<file path="src/rtl/mc_ctrl_pkg.sv">
// mc_ctrl_pkg: state, opcode, ALUOp and select encodings shared by the multicycle control unit.
package mc_ctrl_pkg;

    typedef enum logic [3:0] {
        S_FETCH, S_DECODE, S_MEMADR, S_MEMREAD, S_MEMWB, S_MEMWRITE,
        S_EXECR, S_EXECI, S_ALUWB, S_BEQ, S_JAL
    } state_t;

    typedef enum logic [1:0] {ALUOP_ADD, ALUOP_SUB, ALUOP_FUNCT} aluop_t;

    localparam logic [6:0] OP_LW  = 7'b0000011;
    localparam logic [6:0] OP_SW  = 7'b0100011;
    localparam logic [6:0] OP_R   = 7'b0110011;
    localparam logic [6:0] OP_I   = 7'b0010011;
    localparam logic [6:0] OP_BEQ = 7'b1100011;
    localparam logic [6:0] OP_JAL = 7'b1101111;

    localparam logic [2:0] ALU_ADD = 3'b010;
    localparam logic [2:0] ALU_SUB = 3'b110;
    localparam logic [2:0] ALU_AND = 3'b000;
    localparam logic [2:0] ALU_OR  = 3'b001;
    localparam logic [2:0] ALU_SLT = 3'b111;

    localparam logic [1:0] RES_ALUOUT    = 2'b00;
    localparam logic [1:0] RES_DATA      = 2'b01;
    localparam logic [1:0] RES_ALURESULT = 2'b10;

    localparam logic [1:0] SRCA_PC    = 2'b00;
    localparam logic [1:0] SRCA_OLDPC = 2'b01;
    localparam logic [1:0] SRCA_A     = 2'b10;

    localparam logic [1:0] SRCB_B   = 2'b00;
    localparam logic [1:0] SRCB_IMM = 2'b01;
    localparam logic [1:0] SRCB_4   = 2'b10;

    localparam logic [1:0] IMM_I = 2'b00;
    localparam logic [1:0] IMM_S = 2'b01;
    localparam logic [1:0] IMM_B = 2'b10;
    localparam logic [1:0] IMM_J = 2'b11;

endpackage

</file>
<file path="src/rtl/mc_control_fsm_alu_decoder.sv">
// alu_decoder: maps ALUOp plus funct3/op[5]/funct7_5 to the ALU control code.
module alu_decoder
    import mc_ctrl_pkg::*;
(
    input  logic [1:0] alu_op_i,
    input  logic [2:0] funct3_i,
    input  logic       op5_i,
    input  logic       funct7_5_i,
    output logic [2:0] alu_ctrl_o
);

    logic [2:0] funct_ctrl;

    // op[5] separates R-type from I-type so addi with Instr[30]=1 stays an add
    always_comb
        funct_ctrl = funct3_i == 3'b000 ? ((op5_i & funct7_5_i) ? ALU_SUB : ALU_ADD) :
                     funct3_i == 3'b010 ? ALU_SLT :
                     funct3_i == 3'b110 ? ALU_OR  :
                     funct3_i == 3'b111 ? ALU_AND : ALU_ADD;

    always_comb
        alu_ctrl_o = alu_op_i == ALUOP_SUB   ? ALU_SUB :
                     alu_op_i == ALUOP_FUNCT ? funct_ctrl : ALU_ADD;

endmodule

</file>
<file path="src/rtl/mc_control_fsm.sv">
// mc_control_fsm: multicycle RISC-V control unit (Moore FSM, one state per cycle).
// Define MC_CTRL_BNE_EN to add bne (funct3=001) to the branch opcode.
module mc_control_fsm
    import mc_ctrl_pkg::*;
(
    input  logic       clk,
    input  logic       reset,
    input  logic [6:0] op,
    input  logic [2:0] funct3,
    input  logic       funct7_5,
    input  logic       zero,
    output logic       pc_write,
    output logic       adr_src,
    output logic       mem_write,
    output logic       ir_write,
    output logic       reg_write,
    output logic [1:0] result_src,
    output logic [1:0] alu_src_a,
    output logic [1:0] alu_src_b,
    output logic [1:0] imm_src,
    output logic [2:0] alu_ctrl,
    output logic       illegal_op
);

    state_t     state_q;
    state_t     decode_next;
    logic [1:0] alu_op;
    logic       branch_taken;

    always_comb begin
        decode_next = S_FETCH;
        case (op)
            OP_LW, OP_SW: decode_next = S_MEMADR;
            OP_R:         decode_next = S_EXECR;
            OP_I:         decode_next = S_EXECI;
`ifdef MC_CTRL_BNE_EN
            OP_BEQ:       decode_next = funct3[2:1] == 2'b00 ? S_BEQ : S_FETCH;
`else
            OP_BEQ:       decode_next = S_BEQ;
`endif
            OP_JAL:       decode_next = S_JAL;
            default:      decode_next = S_FETCH;
        endcase
    end

    always_ff @(posedge clk or posedge reset)
        if (reset)
            state_q <= S_FETCH;
        else
            case (state_q)
                S_FETCH:    state_q <= S_DECODE;
                S_DECODE:   state_q <= decode_next;
                S_MEMADR:   state_q <= op == OP_LW ? S_MEMREAD : S_MEMWRITE;
                S_MEMREAD:  state_q <= S_MEMWB;
                S_EXECR:    state_q <= S_ALUWB;
                S_EXECI:    state_q <= S_ALUWB;
                S_JAL:      state_q <= S_ALUWB;
                default:    state_q <= S_FETCH;
            endcase

`ifdef MC_CTRL_BNE_EN
    assign branch_taken = zero ^ funct3[0];
`else
    assign branch_taken = zero;
`endif

    always_comb begin
        pc_write   = 1'b0;
        adr_src    = 1'b0;
        mem_write  = 1'b0;
        ir_write   = 1'b0;
        reg_write  = 1'b0;
        result_src = RES_ALUOUT;
        alu_src_a  = SRCA_PC;
        alu_src_b  = SRCB_B;
        alu_op     = ALUOP_ADD;
        case (state_q)
            S_FETCH: begin
                ir_write   = 1'b1;
                pc_write   = 1'b1;
                alu_src_b  = SRCB_4;
                result_src = RES_ALURESULT;
            end
            S_DECODE: begin
                alu_src_a = SRCA_OLDPC;
                alu_src_b = SRCB_IMM;
            end
            S_MEMADR: begin
                alu_src_a = SRCA_A;
                alu_src_b = SRCB_IMM;
            end
            S_MEMREAD: adr_src = 1'b1;
            S_MEMWB: begin
                result_src = RES_DATA;
                reg_write  = 1'b1;
            end
            S_MEMWRITE: begin
                adr_src   = 1'b1;
                mem_write = 1'b1;
            end
            S_EXECR: begin
                alu_src_a = SRCA_A;
                alu_op    = ALUOP_FUNCT;
            end
            S_EXECI: begin
                alu_src_a = SRCA_A;
                alu_src_b = SRCB_IMM;
                alu_op    = ALUOP_FUNCT;
            end
            S_ALUWB: reg_write = 1'b1;
            S_BEQ: begin
                alu_src_a = SRCA_A;
                alu_op    = ALUOP_SUB;
                pc_write  = branch_taken;
            end
            S_JAL: begin
                alu_src_a = SRCA_OLDPC;
                alu_src_b = SRCB_4;
                pc_write  = 1'b1;
            end
            default: ;
        endcase
    end

    assign illegal_op = state_q == S_DECODE && decode_next == S_FETCH;

    assign imm_src = op == OP_SW  ? IMM_S :
                     op == OP_BEQ ? IMM_B :
                     op == OP_JAL ? IMM_J : IMM_I;

    alu_decoder u_alu_decoder (
        .alu_op_i   (alu_op),
        .funct3_i   (funct3),
        .op5_i      (op[5]),
        .funct7_5_i (funct7_5),
        .alu_ctrl_o (alu_ctrl)
    );

endmodule

</file>
<file path="config.mk">
export PLATFORM = sky130hd
export DESIGN_NAME = mc_control_fsm
export DESIGN_NICKNAME = d
export VERILOG_FILES = /design/src/rtl/mc_ctrl_pkg.sv /design/src/rtl/mc_control_fsm_alu_decoder.sv /design/src/rtl/mc_control_fsm.sv
export SDC_FILE = /design/constraint.sdc
export NUM_CORES = 1
export LEC_CHECK = 0
export CORE_MARGIN = 1.5
export CORE_UTILIZATION = 35
export DETAILED_ROUTE_END_ITERATION = 8
export GPL_TIMING_DRIVEN = 1
export PLACE_DENSITY = 0.77
export SYNTH_ARGS = -nofsm -noshare
export SYNTH_HDL_FRONTEND = slang
export SYNTH_SLANG_ARGS = --single-unit
</file>
<file path="constraint.sdc">
create_clock -name clk -period 1.9 [get_ports clk]
set_input_delay 0.38 -clock clk [delete_from_list [all_inputs] [get_ports clk]]
set_output_delay 0.38 -clock clk [all_outputs]
set_load 0.01 [all_outputs]
</file>
---- After elaboration in Yosys (flattened, before gate mapping) ----
Index checks and enable logic that the tools add are counted.
operators by class
  order comparisons ....................... 0
  add/sub/neg operators ................... 0
  $mul .................................... 0
  bitwise operators ....................... 1
  equal/unequal tests ..................... 21
  shift-type cells ........................ 0
  reductions and logical operators ........ 13
  muxes and demuxes ....................... 22
  divide/modulo/power cells ............... 0
operator list
  operator                                              count
  case mux 4 bit (5 select lines)                       2
  two-way mux 3 bit                                     7
  equality test 4 x 3 -> 1 bit (second input constant)  4
  case mux 2 bit (2 select lines)                       4
  equality test 7 x 6 -> 1 bit (second input constant)  2
  equality test 7 bit (second input constant)           2
  equality test 4 bit (second input constant)           3
  OR reduction 2 bit                                    6
  equality test 4 x 2 -> 1 bit (second input constant)  2
  logical NOT 4 bit                                     2
  two-way mux 2 bit                                     4
  equality test 7 x 2 -> 1 bit (second input constant)  1
  equality test 7 x 5 -> 1 bit (second input constant)  1
  equality test 3 bit (second input constant)           2
  OR reduction 3 bit                                    2
  equality test 4 x 1 -> 1 bit (second input constant)  1
  two-way mux 1 bit                                     4
  OR reduction 4 bit                                    1
  equality test 3 x 2 -> 1 bit (second input constant)  1
  logical NOT 3 bit                                     1
  equality test 2 x 1 -> 1 bit (second input constant)  1
  equality test 2 bit (second input constant)           1
  case mux 1 bit (2 select lines)                       1
  bitwise AND 1 bit                                     1
  logical AND 1 bit                                     1
storage, ports and cells
  bits in latches ......................... 0
  register bits after elaboration ......... 4
  logic and storage cells ................. 58
  memories ................................ 0
  memory bits (read-only) ................. 0
  memory bits (writable) .................. 0
  input port bits ......................... 14
  output and inout port bits .............. 17

---- Depth between registers and ports, before layout ----
Gate-level depths: netlist of run 1.
  word-level depth ........................ 7
  gate-level depth with buffers ........... 4
  depth with buffers taken out ............ 3

---- By module ----
A second synthesis of run 1 with hierarchy kept.
second synthesis, totals
  cells, all modules ...................... 68
  area, all modules ....................... 495.5 µm²
modules (own cells, without submodules)
  module          seq. area each (µm²)  times used  area an instance (µm²)  cells an instance
  mc_control_fsm  100.1                 1           455.4                   61
  alu_decoder     0.0                   1           40.0                    7

---- Worst setup path before layout of run 1 ----
No wires, ideal clock.
  kind .................................... register -> output
  from .................................... reg state_q[1]
  to ...................................... out result_src[1]
  stages on the path, launching flop included .. 4
  buffers on the path ..................... 2
  path slack .............................. 0.167 ns
  arrival ................................. 1.353 ns
  required time ........................... 1.520 ns
  path through ............................ dfrtp_1 -> buf_2 -> nor4_1 -> buf_4
on the way
  longest elaborated chain between the ends .. 2
RTL lines
  what                                                                      line                  source
  start: declaration                                                        mc_control_fsm.sv:25  state_t state_q;
  start signal: assignment                                                  mc_control_fsm.sv:52  S_DECODE: state_q <= decode_next;
  start signal: assignment                                                  mc_control_fsm.sv:53  S_MEMADR: state_q <= op == OP_LW ? S_MEMREAD : S_MEMWRITE;
  equality test 4 x 3 -> 1 bit / logical NOT 4 bit (equally long branches)  mc_control_fsm.sv:77  case (state_q)
  case mux 2 bit (2 select lines) *                                         mc_control_fsm.sv:77
  end: declaration                                                          mc_control_fsm.sv:17  output logic [1:0] result_src,
Every way passes the cells marked *; elsewhere a longest branch is shown, timed or not.

---- Worst setup path after layout of run 1 ----
  from .................................... reg state_q[3]
  to ...................................... out alu_ctrl[2]
on the way
  longest elaborated chain between the ends .. 6
RTL lines
  what                               line                              source
  equality test 4 x 3 -> 1 bit       mc_control_fsm.sv:77
  OR reduction 2 bit (no line)       --
  case mux 2 bit (2 select lines) *  mc_control_fsm.sv:77
  equality test 2 bit                mc_control_fsm_alu_decoder.sv:23  alu_op_i == ALUOP_FUNCT ? funct_ctrl : ALU_ADD;
  two-way mux 3 bit                  mc_control_fsm_alu_decoder.sv:23
  two-way mux 3 bit *                mc_control_fsm_alu_decoder.sv:22  alu_ctrl_o = alu_op_i == ALUOP_SUB ? ALU_SUB :
  end: declaration                   mc_control_fsm.sv:21              output logic [2:0] alu_ctrl,
Marked as above.

==> flow_metrics.env, run 1 <==
export IMPL_ios=31
export IMPL_ys_warnings_count=0
export IMPL_clk_insertion_delay_late_ns=0.25
export IMPL_cts_buffers=3
export IMPL_drt_iter0_markers=14
export IMPL_grtUsageTotal_pct=24.1
export IMPL_worstPathRequired_ns=1.52
export IMPL_cp_arrival_ns=1.47
export IMPL_area_growth_pct=98.0
export IMPL_power_density_nw_per_um2=661
export IMPL_setup_viol=0
export IMPL_die_area_um2=1680
export IMPL_core_area_um2=1320
export IMPL_power_leakage_nw=0.513
export IMPL_tightest_slew_ns=0.283
export IMPL_post_route_period_util_pct=97.4
export IMPL_nets=137
export IMPL_crit_path_start_kind="register"
export IMPL_largest_reg_flops=4
export IMPL_synthesis_instances=70
export IMPL_top_register="state_q"
export IMPL_detail_route_first_pass_iterations=4
export IMPL_reg2reg_depth=4
export IMPL_synth_edf_count=0
export IMPL_clockBufferDepth=2
export IMPL_diodes=0
export IMPL_fin_crit_ns=1.85
export IMPL_status="complete, no violations"
export IMPL_drc=0
export IMPL_grt_pass1_wl_mm=2.59
export IMPL_end_kind="primary output"
export IMPL_wl_met2_um=918
export IMPL_final_core_util_pct=76.0
export IMPL_synth_cell_types=33
export IMPL_syn_area_um2=505
export IMPL_mostFrequentLayoutCells="23 x buf_4, 15 x dlygate4sd2_1, 6 x nor3_1"
export IMPL_max_freq_ghz=0.541
export IMPL_route_met3_wl_um=92
export IMPL_final_seq_area_um2=100
export IMPL_drt_wl_total_mm=1.76
export IMPL_avgRoutedWirePerCell_um=12.9
export IMPL_avgSynthCellArea_um2=7.22
export IMPL_cap_violations=0
export IMPL_cts_sinks=4
export IMPL_final_common_cell="buf_4"
export IMPL_postRouteAntennaNets=0
export IMPL_cts_root_buf="clkbuf_4"
export IMPL_io_buffers=30
export IMPL_relSlewSlack_pct=81.1
export IMPL_synth_ff_type="dfrtp_1"
export IMPL_grt_overflow=0
export IMPL_synth_nets=84
export IMPL_top_layer_used="met4"
export IMPL_multiInputGateArea_um2=407
export IMPL_final_setup_skew_ns=0.0113
export IMPL_grt_max_degree=16
export IMPL_via_per_inst=5.21
export IMPL_drv_slew=0
export IMPL_wl_met1_um=702
export IMPL_path_class="register to primary output"
export IMPL_top_regs="state_q: 4 flops"
export IMPL_ys_seq_elements=4
export IMPL_fillCellCount=109
export IMPL_cp_max_fo=2
export IMPL_final_layout_size_suffix_gt1_share_pct=32.2
export IMPL_synthArstFlopShare_pct=100
export IMPL_post_dp_hpwl_mm=1.40
export IMPL_peakVddDrop_mv=0.538
export IMPL_place_gp_congestion=0.790
export IMPL_ys_seq_area_share_pct=19.8
export IMPL_path_clk_slew_ns=0.04
export IMPL_cts_tree="built"
export IMPL_antenna_found_initial=0
export IMPL_vias=709
export IMPL_dp_slack_ns=-0.546
export IMPL_htree_levels=1
export IMPL_num_rows=13
export IMPL_die_w_um=41.0
export IMPL_die_height_um=41.0
export IMPL_grt_pass1_vias=632
export IMPL_hp_class="input pin to asynchronous set/reset pin"
export IMPL_start_util_pct=38.4
export IMPL_cts_hold_buf=0
export IMPL_hold_viol_final=0
export IMPL_layout_setup_ws_ns=0.0500
-- area by class of cell --
class | instances | area share (%)
Clock buffer | 3 | 2.25
Inverter | 3 | 1.13
Multi-Input combinational cell | 58 | 40.6
Sequential cell | 4 | 10.0
Tap cell | 15 | 1.88
Timing Repair Buffer | 53 | 44.1
-- cell usage after synthesis, types with 2 or more instances --
library cell / n / area (um2)
a21oi_1: 4 / 20.0
and3_1: 2 / 12.5
buf_2: 4 / 20.0
dfrtp_1: 4 / 100
inv_1: 2 / 7.51
nand2_1: 6 / 22.5
nand2b_1: 3 / 18.8
nand3_1: 2 / 10.0
nand4_1: 2 / 12.5
nor2_1: 5 / 18.8
nor2b_1: 3 / 18.8
nor3_1: 6 / 30.0
nor4_1: 3 / 18.8
o21ai_0: 2 / 10.0
o21ai_1: 2 / 10.0
xnor2_1: 3 / 26.3
-- logic make-up (layout without fill, tap and decap cells) --
family | count (synthesis) | after routing | synth area share (%)
compound gates | 17 | 17 | 26.0
xor+xnor | 3 | 3 | 5.20
buf+inv | 8 | 59 | 7.67
flops | 4 | 4 | 19.8
simple gates | 38 | 38 | 41.3
-- per-stage QoR --
| stage | total power, mW | hold WS [ns] | instance area, um2 | TNS, ns | instances |
|---|---|---|---|---|---|
| final | 0.662 | 0.322 | 1000 | 0 | 136 |
| after global routing | 0.713 | 0.340 | 1000 | -0.0227 | 136 |
| after CTS | 0.656 | 0.317 | 978 | -0.133 | 136 |
| after detailed placement | 0.592 | 0.583 | 962 | -2.56 | 132 |
| after global placement | 0.581 | 0.574 | 962 | -2.21 | 132 |
| after floorplan | 0.336 | 0.146 | 505 | 0 | 70 |
-- path summary, 6_finish.rpt --
kind                                 startpoint              endpoint  slack (ns)
hold / removal                            reset  state_q[0]$_DFF_PP0_        0.32
max in group asynchronous                 reset  state_q[2]$_DFF_PP0_        1.41
setup / recovery           state_q[3]$_DFF_PP0_           alu_ctrl[2]        0.05
min in group clk                          op[4]  state_q[2]$_DFF_PP0_        0.68
hold reg to reg            state_q[2]$_DFF_PP0_  state_q[0]$_DFF_PP0_        0.74
setup reg to reg           state_q[3]$_DFF_PP0_  state_q[2]$_DFF_PP0_        0.58
-- report_power, final --
group	switching [mW]	internal (mW)	total [mW]
combinational	0.216	0.226	0.443
sequential	0.0106	0.0973	0.108
clock	0.0402	0.0709	0.111
-- what timing repair did --
item	in CTS	in global routing
endpoints found under the setup margin	17	4
setup buffers	1	0
gates resized for setup	42	7
pin swaps	6	3
-- layer usage --
metal  vias up  track usage [%]
met3         6             5.98
met2        25             41.4
met4         0             15.0
met5         -                0
met1       312             25.9
li1        366                -
-- worst max-delay path: stages, from the launching register on --
cell	delay, ns
dfrtp_1	0.37
nand2b_1	0.16
or4_1	0.41
o21ai_1	0.13
buf_2	0.14
No activity file was read; power rests on OpenSTA's default activity.
==> inputs of run 2 (changes only) <==
CORE_MARGIN = 2   (was 1.5)
CORE_UTILIZATION = 32   (was 35)
MAX_ROUTING_LAYER = met4   (was default)
PLACE_DENSITY = 0.74   (was 0.77)
clock period = 1.5 ns   (was 1.9 ns; I/O delays follow)
==> run 2 against run 1 <==
The run now ends with setup timing left; clock skew is 0.0085 ns lower; first-iteration DRC count increased by 57%; final cell count is 15% higher; non-clock buffer count rose by 19.
==> flow_metrics.env, run 2 (same netlist as run 1, synthesis figures left out) <==
export IMPL_violations="setup timing"
export IMPL_final_common_cell="buf_4"
export IMPL_io_buffers=30
export IMPL_drt_iter0_markers=22
export IMPL_path_clk_slew_ns=0.04
export IMPL_postRouteAntennaNets=0
export IMPL_core_area_um2=1490
export IMPL_num_rows=14
export IMPL_die_area_um2=1910
export IMPL_mostFrequentLayoutCells="31 x buf_4, 17 x buf_2, 13 x buf_6"
export IMPL_die_height_um=43.7
export IMPL_setup_viol=16
export IMPL_largest_reg_flops=4
export IMPL_status="finished with violations"
export IMPL_die_w_um=43.7
export IMPL_grt_max_degree=13
export IMPL_top_regs="state_q: 4 flops"
export IMPL_path_class="register to primary output"
export IMPL_end_kind="primary output"
export IMPL_avgRoutedWirePerCell_um=18.1
export IMPL_place_gp_congestion=0.853
export IMPL_vias=883
export IMPL_htree_levels=1
export IMPL_via_per_inst=5.66
export IMPL_post_dp_hpwl_mm=1.39
export IMPL_hold_viol_final=0
export IMPL_power_leakage_nw=0.585
export IMPL_diodes=0
export IMPL_nets=156
export IMPL_post_route_period_util_pct=117
export IMPL_ios=31
export IMPL_dp_slack_ns=-0.781
export IMPL_cp_max_fo=4
export IMPL_clk_insertion_delay_late_ns=0.23
export IMPL_peakVddDrop_mv=0.786
export IMPL_antenna_found_initial=0
export IMPL_drv_slew=0
export IMPL_clockBufferDepth=2
export IMPL_grtUsageTotal_pct=25.4
export IMPL_hp_class="input pin to asynchronous set/reset pin"
export IMPL_cts_buffers=3
export IMPL_grt_pass1_vias=792
export IMPL_final_layout_size_suffix_gt1_share_pct=69.3
export IMPL_drc=0
export IMPL_detail_route_first_pass_iterations=4
export IMPL_drt_wl_total_mm=2.83
export IMPL_power_density_nw_per_um2=915
export IMPL_fillCellCount=77
export IMPL_relSlewSlack_pct=78.8
export IMPL_rsz0062_at_grt="yes"
export IMPL_cts_root_buf="clkbuf_4"
export IMPL_crit_path_start_kind="register"
export IMPL_cap_violations=0
export IMPL_top_register="state_q"
export IMPL_tightest_slew_ns=0.316
export IMPL_area_growth_pct=147
export IMPL_grt_overflow=0
export IMPL_cp_arrival_ns=1.46
export IMPL_grt_pass1_wl_mm=3.55
export IMPL_worstPathRequired_ns=1.20
export IMPL_start_util_pct=33.9
export IMPL_layout_setup_ws_ns=-0.257
export IMPL_max_freq_ghz=0.569
export IMPL_final_core_util_pct=83.8
export IMPL_fin_crit_ns=1.76
export IMPL_cts_sinks=4
export IMPL_final_setup_skew_ns=0.00283
export IMPL_cts_tree="built"
==> run 2: worst paths after layout <==
kind                       depth (start not counted)              endpoint                  from  slack [ns]
max                                                4           alu_ctrl[2]  state_q[1]$_DFF_PP0_       -0.26
min                                                2  state_q[0]$_DFF_PP0_                 reset        0.24
max reg2reg                                        6  state_q[1]$_DFF_PP0_  state_q[1]$_DFF_PP0_           0
min reg2reg                                        3  state_q[0]$_DFF_PP0_  state_q[0]$_DFF_PP0_        0.82
max in group asynchronous                          2  state_q[2]$_DFF_PP0_                 reset        1.10
min in group clk                                   4  state_q[2]$_DFF_PP0_                 op[6]        0.56
==> run 2: final cells by class <==
class / instances / area [um2] / share of cell area, %
Clock buffer: 3 / 22.5 / 1.81
Inverter: 3 / 11.3 / 0.903
Multi-Input combinational cell: 58 / 531 / 42.5
Sequential cell: 4 / 101 / 8.12
Tap cell: 16 / 20.0 / 1.60
Timing Repair Buffer: 72 / 562 / 45.0
==> run 2: what timing repair did <==
action,4_1_cts,5_1_grt
endpoints found under the setup margin,19,17
hold buffers,0,0
pin swaps,12,10
resized for setup,109,30
buffers inserted,11,6
==> run 2: metal layers <==
metal	GRT usage (%)	share of wire, %
met1	32.6	37
met2	42.9	53
met3	1.67	6.8
met4	6.67	2.6
met5	-	0
==> run 2: critical path: stages (launching register included) <==
cell	delay, ns
dfrtp_1	0.41
inv_2	0.07
or4_4	0.51
o21ai_2	0.11
buf_2	0.13
==> run 2: report_power, final <==
part	internal (mW)	switching [mW]
combinational	0.464	0.404
clock	0.0891	0.0381
sequential	0.123	0.0222
==> run 2: metrics by stage <==
| step | cell area [um2] | setup TNS [ns] | cells | hold WS, ns | power, mW |
|---|---|---|---|---|---|
| 3_5_place_dp | 996 | -7.51 | 136 | 0.488 | 0.812 |
| 3_3_place_gp | 996 | -7.32 | 136 | 0.484 | 0.801 |
| 4_1_cts | 1120 | -1.52 | 150 | 0.239 | 0.968 |
| 6_report | 1250 | -2.18 | 156 | 0.245 | 1.14 |
| 2_1_floorplan | 515 | -0.00569 | 70 | 0.0661 | 0.434 |
| 5_1_grt | 1250 | -2.98 | 156 | 0.271 | 1.20 |
==> inputs of run 3 (changes only) <==
==> constraint.sdc (replaced) <==
create_clock -name clk -period 1.5 [get_ports clk]
set_input_delay 0.3 -clock clk [delete_from_list [all_inputs] [get_ports clk]]
set_output_delay 0.3 -clock clk [all_outputs]
set_load 0.005 [all_outputs]
==> run 3 against run 2 <==
The run still ends with setup timing left; clock skew is 0.0048 ns higher; utilization increased by 0.59 points; critical path depth grew 1; maximum frequency shrank 2.8%; via count shrank 3.5%; die area stayed put; combinational power fell by 13%; hold slack about the same; first-iteration DRC count shrank 77%.
==> flow_metrics.env, run 3 (same netlist as run 1, synthesis figures left out) <==
export IMPL_tightest_slew_ns=0.396
export IMPL_rrSetupSlack_ns=0.09
export IMPL_start_util_pct=33.9
export IMPL_slowest_delay_ns=0.48
export IMPL_area_growth_pct=149
export IMPL_ios=31
export IMPL_final_seq_area_um2=100
export IMPL_vias=852
export IMPL_drt_wl_total_mm=2.55
export IMPL_io_buffers=30
export IMPL_crit_slowest_cell="or4_1"
export IMPL_antenna_found_initial=0
export IMPL_fin_crit_ns=1.81
export IMPL_grtUsageTotal_pct=27.7
export IMPL_die_w_um=43.7
export IMPL_core_area_um2=1490
export IMPL_hold_ws_ns=0.245
export IMPL_diodes=0
export IMPL_path_clk_slew_ns=0.04
export IMPL_power_leakage_nw=0.575
export IMPL_reg2reg_depth=6
export IMPL_hp_class="input pin to asynchronous set/reset pin"
export IMPL_clockBufferDepth=2
export IMPL_hold_viol_final=0
export IMPL_avgRoutedWirePerCell_um=16.7
export IMPL_multiInputGateArea_um2=539
export IMPL_fillCellCount=93
export IMPL_die_height_um=43.7
export IMPL_top_register="state_q"
export IMPL_drv_slew=0
export IMPL_worst_path_buf_inv=3
export IMPL_detail_route_first_pass_iterations=4
export IMPL_cp_arrival_ns=1.51
export IMPL_worstPathRequired_ns=1.20
export IMPL_cpLargestDelayFamily="simple AND/OR/NAND/NOR gates"
export IMPL_mostFrequentLayoutCells="24 x buf_4, 18 x buf_2, 14 x buf_6"
export IMPL_post_route_period_util_pct=120
export IMPL_num_rows=14
export IMPL_power_density_nw_per_um2=827
export IMPL_cap_violations=0
export IMPL_clk_insertion_delay_late_ns=0.24
export IMPL_worstPathCellList="buf_6, inv_2, or4_1, o21ai_1, buf_2"
export IMPL_final_layout_size_suffix_gt1_share_pct=66.4
export IMPL_final_setup_skew_ns=0.00762
export IMPL_end_kind="primary output"
export IMPL_crit_path_start_kind="register"
export IMPL_max_freq_ghz=0.553
export IMPL_die_area_um2=1910
export IMPL_largest_reg_flops=4
export IMPL_setup_viol=14
export IMPL_grt_pass1_wl_mm=3.77
export IMPL_htree_levels=1
export IMPL_violations="setup timing"
export IMPL_final_common_cell="buf_4"
export IMPL_cts_buffers=3
export IMPL_dp_slack_ns=-0.759
export IMPL_post_dp_hpwl_mm=1.47
export IMPL_worstReg2RegStart="state_q[2]$_DFF_PP0_"
export IMPL_place_gp_congestion=0.860
export IMPL_cts_tree="built"
export IMPL_r2r_end="state_q[3]$_DFF_PP0_"
export IMPL_grt_max_degree=9
export IMPL_via_per_inst=5.57
export IMPL_cp_max_fo=2
export IMPL_peakVddDrop_mv=0.778
export IMPL_nets=153
export IMPL_cts_root_buf="clkbuf_4"
export IMPL_status="finished with violations"
export IMPL_grt_overflow=0
export IMPL_layout_setup_ws_ns=-0.307
export IMPL_drt_iter0_markers=5
export IMPL_path_class="register to primary output"
export IMPL_postRouteAntennaNets=0
export IMPL_drc=0
export IMPL_grt_pass1_vias=849
export IMPL_relSlewSlack_pct=73.6
export IMPL_cts_hold_buf=0
export IMPL_rsz0062_at_grt="yes"
export IMPL_cts_sinks=4
export IMPL_top_regs="state_q: 4 flops"
==> run 3: what timing repair did <==
item | CTS | global route
buffers inserted | 15 | 3
resized for setup | 122 | 12
pin swaps | 18 | 11
gates cloned | 1 | 0
setup endpoints to repair | 19 | 16
endpoints found under the hold margin | 0 | 0
==> run 3: power breakdown <==
| part | internal (mW) | switching (mW) | leakage [nW] | total [mW] |
|---|---|---|---|---|
| combinational | 0.417 | 0.336 | 0.508 | 0.752 |
| sequential | 0.123 | 0.0229 | 0.0531 | 0.146 |
| clock | 0.0900 | 0.0511 | 0.0138 | 0.141 |
==> run 3: metal layers <==
metal	vias to the layer above	routed length, um	track usage [%]
met5	-	0	-
met4	0	40	11.5
met3	4	107	4.58
met2	30	1390	50.6
met1	417	1010	28.7
li1	401	-	-
==> run 3: cell type report <==
cell class | instances | area share [%]
Sequential cell | 4 | 7.97
Clock buffer | 3 | 1.79
Tap cell | 16 | 1.59
Inverter | 3 | 0.896
Timing Repair Buffer | 69 | 44.8
Multi-Input combinational cell | 58 | 42.9
==> run 3: how the worst max path moves through the flow <==
stage	from	endpoint	cells after the start
after floorplan	state_q[1]$_DFF_PP0_	result_src[1]	3
after global placement	op[2]	illegal_op	5
after detailed placement	op[2]	illegal_op	5
after CTS	state_q[1]$_DFF_PP0_	alu_ctrl[2]	5
after global routing	state_q[1]$_DFF_PP0_	alu_ctrl[2]	5
final	state_q[1]$_DFF_PP0_	alu_ctrl[2]	5
==> run 3: metrics by stage <==
stage                     TNS, ns  util [%]  power, mW  instances  instance area (um2)
after floorplan                 0         -      0.387         70                  505
after global placement      -6.29      65.2      0.738        134                  971
after detailed placement    -6.75      65.2      0.756        134                  971
after CTS                   -1.75      80.8       1.00        153                 1200
after global routing        -2.61      84.4       1.09        153                 1260
final                       -1.95      84.4       1.04        153                 1260
